===== src/rtl/ysyx_25060170_pkg.sv =====
// ----------------------------------------------------------------------------
// ysyx_25060170_pkg
// Definitions shared by the ysyx_25060170 NPC pipeline stages (IFU, IDU, ...).
//   ifu_state_e      - fetch-unit FSM states
//   fault_cause_e    - sticky fault cause codes reported by the IFU
//   RESP_OK          - memory read response code meaning "no error"
//   RESET_PC_DEFAULT - address of the first instruction after reset
//   pc_aligned()     - true when a PC is a legal 32-bit instruction address
// ----------------------------------------------------------------------------
package ysyx_25060170_pkg;

  typedef enum logic [2:0] {
    S_IDLE  = 3'd0,
    S_REQ   = 3'd1,
    S_WAIT  = 3'd2,
    S_OUT   = 3'd3,
    S_EXEC  = 3'd4,
    S_FAULT = 3'd5
  } ifu_state_e;

  typedef enum logic [1:0] {
    CAUSE_NONE     = 2'b00,
    CAUSE_BUS      = 2'b01,
    CAUSE_MISALIGN = 2'b10
  } fault_cause_e;

  localparam logic [1:0]  RESP_OK          = 2'b00;
  localparam logic [31:0] RESET_PC_DEFAULT = 32'h8000_0000;

  // Instructions are word-sized and word-aligned; the low two bits must be 0.
  function automatic logic pc_aligned(input logic [31:0] pc);
    return (pc[1:0] == 2'b00);
  endfunction

endpackage


===== src/rtl/ysyx_25060170_ifu.sv =====
// ----------------------------------------------------------------------------
// ysyx_25060170_ifu
// Instruction fetch unit of the multi-cycle NPC. Holds the architectural PC,
// reads one instruction over a valid/ready read channel, hands {pc, inst} to
// the IDU, then waits for the next PC from execute/writeback.
//
// Ports
//   clk, rst_n                 clock, asynchronous active-low reset
//   mem_arvalid_o/araddr_o     read-address request (address = current PC)
//   mem_arready_i              memory accepts the address
//   mem_rvalid_i/rdata_i/rresp_i  read data channel; rresp != OK is a bus error
//   mem_rready_o               IFU accepts read data
//   inst_valid_o/inst_ready_i  handshake toward the IDU
//   pc_o, inst_o               presented PC and instruction word
//   upd_valid_i, upd_pc_i      next-PC update from execute/writeback
//   fault_o, fault_cause_o     sticky fault flag and its cause; IFU halts
//   fetch_cnt_o                instructions handed to the IDU (wraps)
// ----------------------------------------------------------------------------
module ysyx_25060170_ifu
  import ysyx_25060170_pkg::*;
#(
  parameter logic [31:0] RESET_PC = RESET_PC_DEFAULT
) (
  input  logic        clk,
  input  logic        rst_n,
  output logic        mem_arvalid_o,
  output logic [31:0] mem_araddr_o,
  input  logic        mem_arready_i,
  input  logic        mem_rvalid_i,
  input  logic [31:0] mem_rdata_i,
  input  logic [1:0]  mem_rresp_i,
  output logic        mem_rready_o,
  output logic        inst_valid_o,
  input  logic        inst_ready_i,
  output logic [31:0] pc_o,
  output logic [31:0] inst_o,
  input  logic        upd_valid_i,
  input  logic [31:0] upd_pc_i,
  output logic        fault_o,
  output logic [1:0]  fault_cause_o,
  output logic [31:0] fetch_cnt_o
);

  ifu_state_e   state;
  logic [31:0]  pc;
  logic [31:0]  inst;
  logic [31:0]  fetch_cnt;
  logic         fault;
  fault_cause_e cause;

  // Single FSM: every register (including pc/inst) is reset so that a reset
  // mid-transaction leaves nothing of the aborted fetch behind. A response
  // arriving while reset is held is dropped because state is forced to IDLE.
  always_ff @(posedge clk or negedge rst_n) begin
    if (!rst_n) begin
      state     <= S_IDLE;
      pc        <= RESET_PC;
      inst      <= 32'h0;
      fetch_cnt <= 32'h0;
      fault     <= 1'b0;
      cause     <= CAUSE_NONE;
    end else begin
      case (state)
        // One-cycle gap after reset release before the first request.
        S_IDLE: state <= S_REQ;

        S_REQ: begin
          if (mem_arready_i) state <= S_WAIT;
        end

        S_WAIT: begin
          if (mem_rvalid_i) begin
            if (mem_rresp_i == RESP_OK) begin
              inst  <= mem_rdata_i;
              state <= S_OUT;
            end else begin
              // Keep the previous instruction word; only the fault is recorded.
              fault <= 1'b1;
              cause <= CAUSE_BUS;
              state <= S_FAULT;
            end
          end
        end

        S_OUT: begin
          if (inst_ready_i) begin
            fetch_cnt <= fetch_cnt + 32'd1;
            state     <= S_EXEC;
          end
        end

        S_EXEC: begin
          if (upd_valid_i) begin
            // The PC is taken even when misaligned so the bad target is
            // visible on pc_o for debugging.
            pc <= upd_pc_i;
            if (pc_aligned(upd_pc_i)) begin
              state <= S_REQ;
            end else begin
              fault <= 1'b1;
              cause <= CAUSE_MISALIGN;
              state <= S_FAULT;
            end
          end
        end

        S_FAULT: state <= S_FAULT;

        default: state <= S_FAULT;
      endcase
    end
  end

  // Handshake outputs depend on the state register only, never on inputs.
  assign mem_arvalid_o = (state == S_REQ);
  assign mem_rready_o  = (state == S_WAIT);
  assign inst_valid_o  = (state == S_OUT);

  assign mem_araddr_o  = pc;
  assign pc_o          = pc;
  assign inst_o        = inst;
  assign fault_o       = fault;
  assign fault_cause_o = cause;
  assign fetch_cnt_o   = fetch_cnt;

endmodule


===== config.mk =====
export PLATFORM = sky130hd
export DESIGN_NAME = ysyx_25060170_ifu
export DESIGN_NICKNAME = d
export VERILOG_FILES = /design/src/rtl/ysyx_25060170_pkg.sv /design/src/rtl/ysyx_25060170_ifu.sv
export SDC_FILE = /design/constraint.sdc
export NUM_CORES = 1
export LEC_CHECK = 0
export ABC_AREA = 1
export CAP_MARGIN = 20
export CORE_ASPECT_RATIO = 1.5
export CORE_MARGIN = 5
export CORE_UTILIZATION = 45
export CTS_BUF_LIST = sky130_fd_sc_hd__clkbuf_4
export CTS_CLUSTER_DIAMETER = 30
export DETAILED_ROUTE_END_ITERATION = 8
export MAX_ROUTING_LAYER = met4
export PLACE_DENSITY = 0.95
export SLEW_MARGIN = 20
export SYNTH_ARGS = -nofsm -noshare
export SYNTH_HDL_FRONTEND = slang
export SYNTH_SLANG_ARGS = --single-unit

===== constraint.sdc =====
create_clock -name clk -period 3.8 [get_ports clk]
set_input_delay 0.57 -clock clk [delete_from_list [all_inputs] [get_ports clk]]
set_output_delay 0.57 -clock clk [all_outputs]
set_load 0.005 [all_outputs]

==> results.md, run 1 <==
- Worst-margin pin slew: 0.881 ns
- WP data required: 3.23 ns
- Vias in the first global route: around 4300
- YS warnings: 0
- Peak VDD IR: around 0.28 mV
- Post-synthesis net count: a little over 600
- Pleak: 3.34 nW
- Setup TNS: 0 ns
- Reg2Reg Depth: 7
- CTS tree: done
- Grt total ovfl: 0
- Sw Ratio: between 30% and 40%
- Num CTS Buffers: 9
- Critical-path top delay cell: clkdlybuf4s50_1
- Crit-path max cell delay: 0.57 ns
- Dpl cells: roughly 840
- Yosys top cell area share: between 50% and 60%
- Die width: a little under 100 um
- RSZ-0062 raised after global routing: no
- Reg2reg start: state[2]$_DFFE_PN0P_
- Final period util: between 60% and 70%
- Hold Buf Count CTS: 0
- Crit path kind: reg -> out
- Syn avg cell area: 9.42 um2
- Initial Util: between 40% and 50%
- GR Util All Layers: 22.7%
- Largest net degree at the start of global routing: 55
- Yosys reg bits: slightly above 100
- Setup Viol. Count Final: 0
- FF-to-FF setup slack: between 1.5 and 2 ns
- Logic pwr share: between 40 and 50%
- Root Driver: clkbuf_4
- Sink Count: between 100 and 150
- Hold WC Path Type: in -> async
- Hold_ws: ~0.14 ns
- Clock Latency Late Sink: 0.48 ns
- Final cell count without fillers: around 860
- Number of synthesized flops with an enable pin: 0
- Crit path launch type: flop
- Clock Pin Slew Worst Setup and Hold Paths: 0.16 ns
- Setup bufs post-CTS: 0
- Routed vias: 4217
- Final worst slack: 1.38 ns
- Final Net Count: just under 800
- Pwr Density: approximately 580 nW/um2
- Initial antenna violation count: 1
- Crit end category: output port
- Min cycle time layout: roughly 2.4 ns
- Switch Pwr: ~1.3 mW
- Area of the die: about 13000 um2
- Drt drc: 0
- Synth async-reset ratio: between 90% and 100%
- Count of cell types in the netlist: 31
- Synth area leaders: dfrtp_1 (50%), nand2_1 (11%), mux2_4 (9.0%), buf_4 (5.2%), o21ai_0 (3.8%)
- CP cell instances: inv_2 > nand2_1 > nor2_1 > clkdlybuf4s50_1
- CORE AREA: about 11000 um2
- Top Ports: slightly above 200
- Post-place setup slack: 1.27 ns
- Clock power frac: 14.4%
- DRT Wirelength: roughly 15 mm
- Synthesized cell area: 5020 um2
- Predominant post-synthesis flop cell: dfrtp_1
- Status: finished clean
- CTS resizes: 0
- Relative slew slack: 41.2%
- Row Count: 47
- Pre-antenna DRT Iters: 4
- Register area share after synthesis: between 50% and 60%
- Final Hold Viols: 0
- Internal Power: 2.85 mW
- Via density: around 4.9
- HPWL Detailed: 11.5 mm
- WL/cell: about 17 um
- Worst Path Max Fanout: 5
- Max Clk Rate: 414 MHz
- Gpl congestion: slightly below 0.9
- CP arrival: 1.85 ns
- Flop pwr share: 40.9%
- Post-layout util: approximately 64%
- Post-Syn Instances: around 530
- Synth area leader: dfrtp_1
- Max Cap Violations: 0
- Top-count cell post-synth: nand2_1
- Worst r2r dst: inst_o[13]$_DFFE_PN0P_
- DR iter-0 viols: 178
- Share of layout cells above drive strength 1: between 10% and 20%
- Clk_skew: a little over 0.02 ns
- First-pass GRT wire length: between 20 and 25 mm
- Remaining antenna violation count: 0
- Max Transition Viols Final: 0
- Commonest cells in the netlist: nand2_1 (152), dfrtp_1 (101), nor2_1 (42)
- IO Port Bufs: between 200 and 250
- Die height: roughly 140 um
- Clock buffer depth: 2
- H-tree level count: 3
- Synth-to-Final Area Change: 41.3%
-- power groups by stage --
stage                     registers, mW  logic (mW)  clock network, mW
after floorplan                    1.68       0.823                  0
after global placement             1.68        1.80                  0
after detailed placement           1.72        1.87                  0
after CTS                          1.69        1.87              0.612
after global routing               1.74        1.97              0.657
final                              1.69        1.84              0.595
-- critical path: cells and delay by family, from the launching register on --
| kind | cells | cell delay, ns |
|---|---|---|
| buffers and inverters | 2 | 0.71 |
| flip-flops | 1 | 0.41 |
| AND/OR/NAND/NOR | 2 | 0.27 |
-- worst max path at each step --
| stage | from | end | slack (ns) | depth (start not counted) |
|---|---|---|---|---|
| floorplan | fetch_cnt_o[0]$_DFFE_PN0P_ | fetch_cnt_o[20]$_DFFE_PN0P_ | 2.42 | 10 |
| global placement | mem_rresp_i[1] | inst_o[2]$_DFFE_PN0P_ | 1.35 | 6 |
| detailed placement | mem_rresp_i[1] | inst_o[13]$_DFFE_PN0P_ | 1.27 | 6 |
| CTS | state[2]$_DFFE_PN0P_ | inst_valid_o | 1.34 | 4 |
| global route | state[2]$_DFFE_PN0P_ | inst_valid_o | 1.22 | 4 |
| finish | state[2]$_DFFE_PN0P_ | inst_valid_o | 1.38 | 4 |
-- metal layers --
metal / vias up / part of all wire (%) / global-route usage, %
li1: 2010 / - / -
met1: 1982 / 36 / 24.1
met2: 180 / 54 / 39.4
met3: 45 / 6.2 / 4.16
met4: 0 / 4.3 / 11.2
met5: - / 0 / -
-- kinds of logic after synthesis --
| logic type | share of synthesized area, % |
|---|---|
| flip-flops | 50.9 |
| multiplexers | 9.42 |
| AND/OR/NAND/NOR | 21.9 |
| AO/OA/AOI/OAI | 4.49 |
| adder cells (fa/ha/maj) | 0.249 |
| buffers and inverters | 9.94 |
| XOR/XNOR | 3.14 |
-- placed cells by master, fill, tap and decap left out, drive strengths merged --
cell type      netlist  final
clkbuf               6      9
nor2                50     50
xnor2                8      8
nand4               11     11
clkinvlp             0      1
clkinv               0      3
o21ai               39     39
xor2                10     10
buf                 39      3
nor4                 1      1
nand3b               2      2
dfrtp              101    101
dfstp                1      1
nor3                 6      6
diode                0      1
clkdlybuf4s50        0    204
a21oi                3      3
nand2              159    159
bufinv               0      1
o21bai               2      2
mux2                32     32
nand3               17     17
ha                   1      1
inv                 45     47
-- layout make-up --
| type | count | area [um2] |
|---|---|---|
| Clock buffer | 9 | 67.6 |
| Antenna cell | 1 | 2.50 |
| Tap cell | 147 | 184 |
| Multi-Input combinational cell | 341 | 1970 |
| Inverter | 45 | 169 |
| Timing Repair Buffer | 207 | 2060 |
| Clock inverter | 7 | 82.6 |
| Fill cell | 875 | 3910 |
| Sequential cell | 102 | 2550 |
-- through the flow --
stage                     total power, mW  instance area (um2)
after floorplan                      2.51                 5020
after global placement               3.48                 6940
after detailed placement             3.58                 6940
after CTS                            4.18                 7090
after global routing                 4.37                 7090
final                                4.13                 7090
-- sequential cells by signal, summed over array words and instances (netlist names) --
name / flops
fault_cause_o: 2
mem_araddr_o: 32
inst_o: 32
fetch_cnt_o: 32
fault_o: 1
state: 3
Note: power is estimated with default switching activity, not from simulation.
==> run 2: changes to the inputs <==
clock period = 2.32 ns   (was 3.8 ns; I/O delays follow)
==> results.md, run 2 (synthesis gave the netlist of run 1 again) <==
- Status: finished clean
- CP arrival: 1.83 ns
- DRT Wirelength: about 14 mm
- Hold WC Path Type: in -> async
- WL/cell: roughly 16 um
- Initial Util: 45.6%
- Multi-input combinational cell area: 1970 um2
- Final Net Count: approximately 800
- CP cell instances: inv_2 > nor2_1 > nand2_1 > inv_1 > clkdlybuf4s50_1
- Routed vias: 4278
- Initial antenna violation count: 1
- Pwr Density: 933 nW/um2
- Min cycle time layout: between 2 and 2.5 ns
- Placed cell areas: approximately 7000 um2
- Die height: ~140 um
- Setup bufs post-CTS: 0
- Area of the die: between 10000 and 15000 um2
- Worst Path Max Fanout: 3
- Sink Count: ~100
- Via density: about 5.0
- DR iter-0 viols: 180
- Share of layout cells above drive strength 1: 11.3%
- Setup TNS: 0 ns
- Synth-to-Final Area Change: 41.9%
- Crit end category: output port
- Remaining antenna violation count: 0
- CTS tree: done
- Pleak: about 3.4 nW
- Pre-antenna DRT Iters: 4
- Final Hold Viols: 0
- Commonest non-fill, non-tap cell in the layout: clkdlybuf4s50_1
- Critical-path top delay cell: clkdlybuf4s50_1
- IO Port Bufs: roughly 210
- Vias in the first global route: between 4000 and 5000
- Peak VDD IR: ~0.47 mV
- RSZ-0062 raised after global routing: no
- FF+latch area: around 2600 um2
- Top Ports: 206
- Crit path launch type: flop
- Clock buffer depth: 2
- Most frequent cells in the layout: clkdlybuf4s50_1 (204), nand2_1 (152), dfrtp_1 (101), nor2_1 (41), inv_1 (41)
- HPWL Detailed: between 10 and 15 mm
- H-tree level count: 3
- Largest net degree at the start of global routing: 52
- Gpl congestion: 0.973
- Grt total ovfl: 0
- Fillers: 847
- Clk_skew: approximately 0.02 ns
- Worst Path Buf+Inv: 3
- Row Count: 47
- Clock Latency Late Sink: about 0.48 ns
- Drt drc: 0
- Setup Viol. Count Final: 0
- First-pass GRT wire length: 21.8 mm
- Max Clk Rate: 458 MHz
- Family with the most delay on the worst path: buffers and inverters
- Relative slew slack: roughly three fifths
- Root Driver: clkbuf_4
- WP data required: a little under 2 ns
- Hold_ws: slightly below 0.3 ns
- GR Util All Layers: 21.8%
- Final period util: between 90% and 100%
- Crit-path max cell delay: 0.51 ns
- Crit path kind: reg -> out
- Final instance area: slightly above 7000 um2
- Max Transition Viols Final: 0
- Worst-margin pin slew: between 0.6 and 0.7 ns
- Die width: just under 100 um
- Clock Pin Slew Worst Setup and Hold Paths: 0.16 ns
- Num CTS Buffers: 9
- CORE AREA: approximately 11000 um2
- Max Cap Violations: 0
==> run 2: changes by cell type in the layout (fill, tap and decap cells not counted), sizes merged <==
cell,before,now
buf,3,8
bufinv,1,0
inv,47,48
clkinv,3,2
dlygate4sd3,0,1
==> run 2: path summary, 6_finish.rpt <==
path | startpoint | endpoint | slack, ns | cells past startpoint
worst min register to register | fault_o$_DFFE_PN0P_ | fault_o$_DFFE_PN0P_ | 0.50 | 2
worst min-delay path | rst_n | fetch_cnt_o[8]$_DFFE_PN0P_ | 0.30 | 2
max in group asynchronous | rst_n | mem_araddr_o[19]$_DFFE_PN0P_ | 1.34 | 3
min in group clk | mem_rdata_i[6] | inst_o[6]$_DFFE_PN0P_ | 0.37 | 3
worst max register to register | state[1]$_DFFE_PN0P_ | fault_cause_o[0]$_DFFE_PN0P_ | 0.45 | 8
worst max-delay path | state[0]$_DFFE_PN0P_ | mem_arvalid_o | 0.14 | 5
==> run 2: worst reg2reg max path: cells and delay by family (launching register included) <==
family	cells	cell delay, ns
AND/OR/NAND/NOR	6	1.11
flip-flops	1	0.49
buffers and inverters	1	0.11
AO/OA/AOI/OAI	1	0.08
==> run 2: what timing repair did <==
action	in CTS	in global routing
endpoints found under the setup margin	0	1
hold buffers	1	0
resized for setup	0	1
hold endpoints to repair	20	0
==> run 2: per-stage QoR <==
step / power (mW) / instances / setup slack [ns] / utilization, %
2_1_floorplan: 4.10 / 533 / 0.944 / -
3_3_place_gp: 5.70 / 847 / 0.362 / 63.5
3_5_place_dp: 5.86 / 847 / 0.344 / 63.5
4_1_cts: 6.71 / 863 / 0.0746 / 64.7
5_1_grt: 7.04 / 864 / 0.00610 / 64.8
6_report: 6.65 / 864 / 0.138 / 64.8
==> run 2: final cells by class <==
type | count | share of cell area [%]
clock inverter | 6 | 0.755
antenna | 1 | 0.0351
sequential | 102 | 35.8
clock buffer | 9 | 0.948
tap | 147 | 2.58
timing repair buffer | 213 | 29.8
inverter | 45 | 2.37
multi-input combinational | 341 | 27.6
==> run 2: where the power goes <==
| part | internal, mW | total (mW) | switching [mW] |
|---|---|---|---|
| Combinational | 2.01 | 3.02 | 1.01 |
| Clock | 0.234 | 0.860 | 0.626 |
| Sequential | 2.32 | 2.76 | 0.437 |
| Total | 4.57 | 6.65 | 2.08 |
==> run 2: per-layer routing <==
| layer | GRT usage (%) | vias to the layer above | routed length, um |
|---|---|---|---|
| met5 | - | - | 0 |
| met2 | 38.0 | 174 | 7520 |
| met4 | 10.9 | 0 | 664 |
| met3 | 4.48 | 52 | 831 |
| met1 | 22.6 | 2035 | 5120 |
| li1 | - | 2017 | - |
==> run 3: changes to the inputs <==
clock period = 2.25 ns   (was 2.32 ns; I/O delays follow)
==> results.md, run 3 (synthesis gave the netlist of run 1 again) <==
- CP cell instances: inv_4 > nand3_2 > inv_2 > clkdlybuf4s50_1
- Synth-to-Final Area Change: 42.6%
- Flop pwr share: between 40% and 50%
- FF+latch area: ~2600 um2
- Max Transition Viols Final: 0
- CORE AREA: ~11000 um2
- Clock power frac: 13.9%
- Grt total ovfl: 0
- H-tree level count: 3
- Hold WC Path Type: in -> async
- CTS tree: done
- Logic pwr share: a little under half
- Worst Path Max Fanout: 5
- Most frequent cells in the layout: clkdlybuf4s50_1 (203), nand2_1 (152), dfrtp_1 (99), nor2_1 (41), inv_1 (41)
- Worst-margin pin slew: approximately 0.60 ns
- Max Clk Rate: around 480 MHz
- Die width: slightly below 100 um
- IO Port Bufs: roughly 210
- Clock buffer depth: 2
- Clk_skew: between 0.015 and 0.02 ns
- Largest net degree at the start of global routing: 71
- Remaining antenna violation count: 0
- Internal Power: between 4 and 5 mW
- Final Hold Viols: 0
- Initial antenna violation count: 1
- Routed vias: ~4300
- Commonest non-fill, non-tap cell in the layout: clkdlybuf4s50_1
- Pwr Density: about 970 nW/um2
- Gpl congestion: roughly 0.97
- Relative slew slack: between 50% and 60%
- Crit-path max cell delay: roughly 0.54 ns
- Row Count: between 40 and 50
- Initial Util: roughly 46%
- Pleak: between 3 and 4 nW
- Crit end category: output port
- Pre-antenna DRT Iters: 4
- Vias in the first global route: 4434
- Placed cell areas: between 6000 and 7000 um2
- Max Cap Violations: 0
- WP data required: ~1.9 ns
- Status: finished clean
- Via density: 4.94
- Min cycle time layout: 2.10 ns
- CP arrival: 1.76 ns
- Critical-path top delay cell: clkdlybuf4s50_1
- DRT Wirelength: ~15 mm
- Sink Count: 102
- Drt drc: 0
- Share of layout cells above drive strength 1: between 10% and 20%
- Final cell count without fillers: between 800 and 900
- DR iter-0 viols: just over 200
- Worst Path Buf+Inv: 3
- Peak VDD IR: around 0.51 mV
- First-pass GRT wire length: roughly 23 mm
- Hold_ws: around 0.34 ns
- Final Net Count: 786
- Crit path launch type: flop
- Clock Latency Late Sink: approximately 0.47 ns
- GR Util All Layers: 22.9%
- RSZ-0062 raised after global routing: no
- Dpl cells: about 850
- Root Driver: clkbuf_4
- Fillers: 875
- Setup Viol. Count Final: 0
- HPWL Detailed: approximately 12 mm
- Setup TNS: 0 ns
- Crit path kind: reg -> out
- WL/cell: approximately 17 um
- Multi-input combinational cell area: around 2000 um2
- Final period util: roughly 93%
- Num CTS Buffers: 9
- Clock Pin Slew Worst Setup and Hold Paths: between 0.15 and 0.2 ns
- Switch Pwr: 2.12 mW
- Die height: roughly 140 um
- Sw Ratio: a little under a third
- Final instance area: just over 7000 um2
- Family with the most delay on the worst path: buffers and inverters
- Top Ports: 206
- Area of the die: roughly 13000 um2
[run 3: cell type report]
type	instances	area share [%]
antenna	1	0.0349
clock buffer	11	1.15
clock inverter	5	0.839
inverter	45	2.39
multi-input combinational	341	27.5
sequential	102	35.7
tap	147	2.57
timing repair buffer	214	29.8
[run 3: final timing paths]
check | startpoint | cells past startpoint | slack, ns | to
worst max-delay path | state[2]$_DFFE_PN0P_ | 4 | 0.15 | mem_rready_o
worst max register to register | state[1]$_DFFE_PN0P_ | 8 | 0.41 | fault_cause_o[0]$_DFFE_PN0P_
max in group asynchronous | rst_n | 3 | 1.16 | state[1]$_DFFE_PN0P_
min in group clk | mem_rdata_i[25] | 3 | 0.39 | inst_o[25]$_DFFE_PN0P_
worst min-delay path | rst_n | 2 | 0.34 | mem_araddr_o[25]$_DFFE_PN0P_
worst min register to register | fault_o$_DFFE_PN0P_ | 2 | 0.50 | fault_o$_DFFE_PN0P_
[run 3: repair_timing]
item,in CTS,in global routing
setup buffers,0,1
hold buffers,1,0
setup endpoints to repair,0,3
hold endpoints to repair,31,0
resized for setup,0,5
[run 3: power by group through the flow]
stage / clock [mW] / sequential [mW] / combinational, mW
final: 0.967 / 2.85 / 3.15
after CTS: 1.01 / 2.86 / 3.18
after global placement: 0 / 2.84 / 3.05
after floorplan: 0 / 2.84 / 1.39
after global routing: 1.09 / 2.93 / 3.38
after detailed placement: 0 / 2.90 / 3.16
[run 3: per-layer routing]
metal | wire length, um | share of wire, % | vias up | global-route usage (%)
met1 | 5270 | 36 | 2037 | 23.9
met4 | 566 | 3.9 | 0 | 9.67
met2 | 7970 | 54 | 181 | 40.5
li1 | - | - | 2015 | -
met5 | 0 | 0 | - | -
met3 | 851 | 5.8 | 47 | 4.91
[run 3: worst register-to-register path, cell delays in order (launching register included)]
cell and delay [ns]:
dfrtp_2 0.49, inv_2 0.10, nand2_2 0.07, nor2_4 0.16
nand2_4 0.36, nand2_1 0.17, nand4_1 0.18, nand2_1 0.11
o21ai_0 0.09
[run 3: metrics by stage]
stage | power [mW] | setup slack, ns | util [%]
after floorplan | 4.23 | 0.874 | -
after global placement | 5.89 | 0.431 | 63.5
after detailed placement | 6.06 | 0.345 | 63.5
after CTS | 7.05 | 0.0213 | 64.9
after global routing | 7.40 | 0.0289 | 65.1
final | 6.97 | 0.153 | 65.1
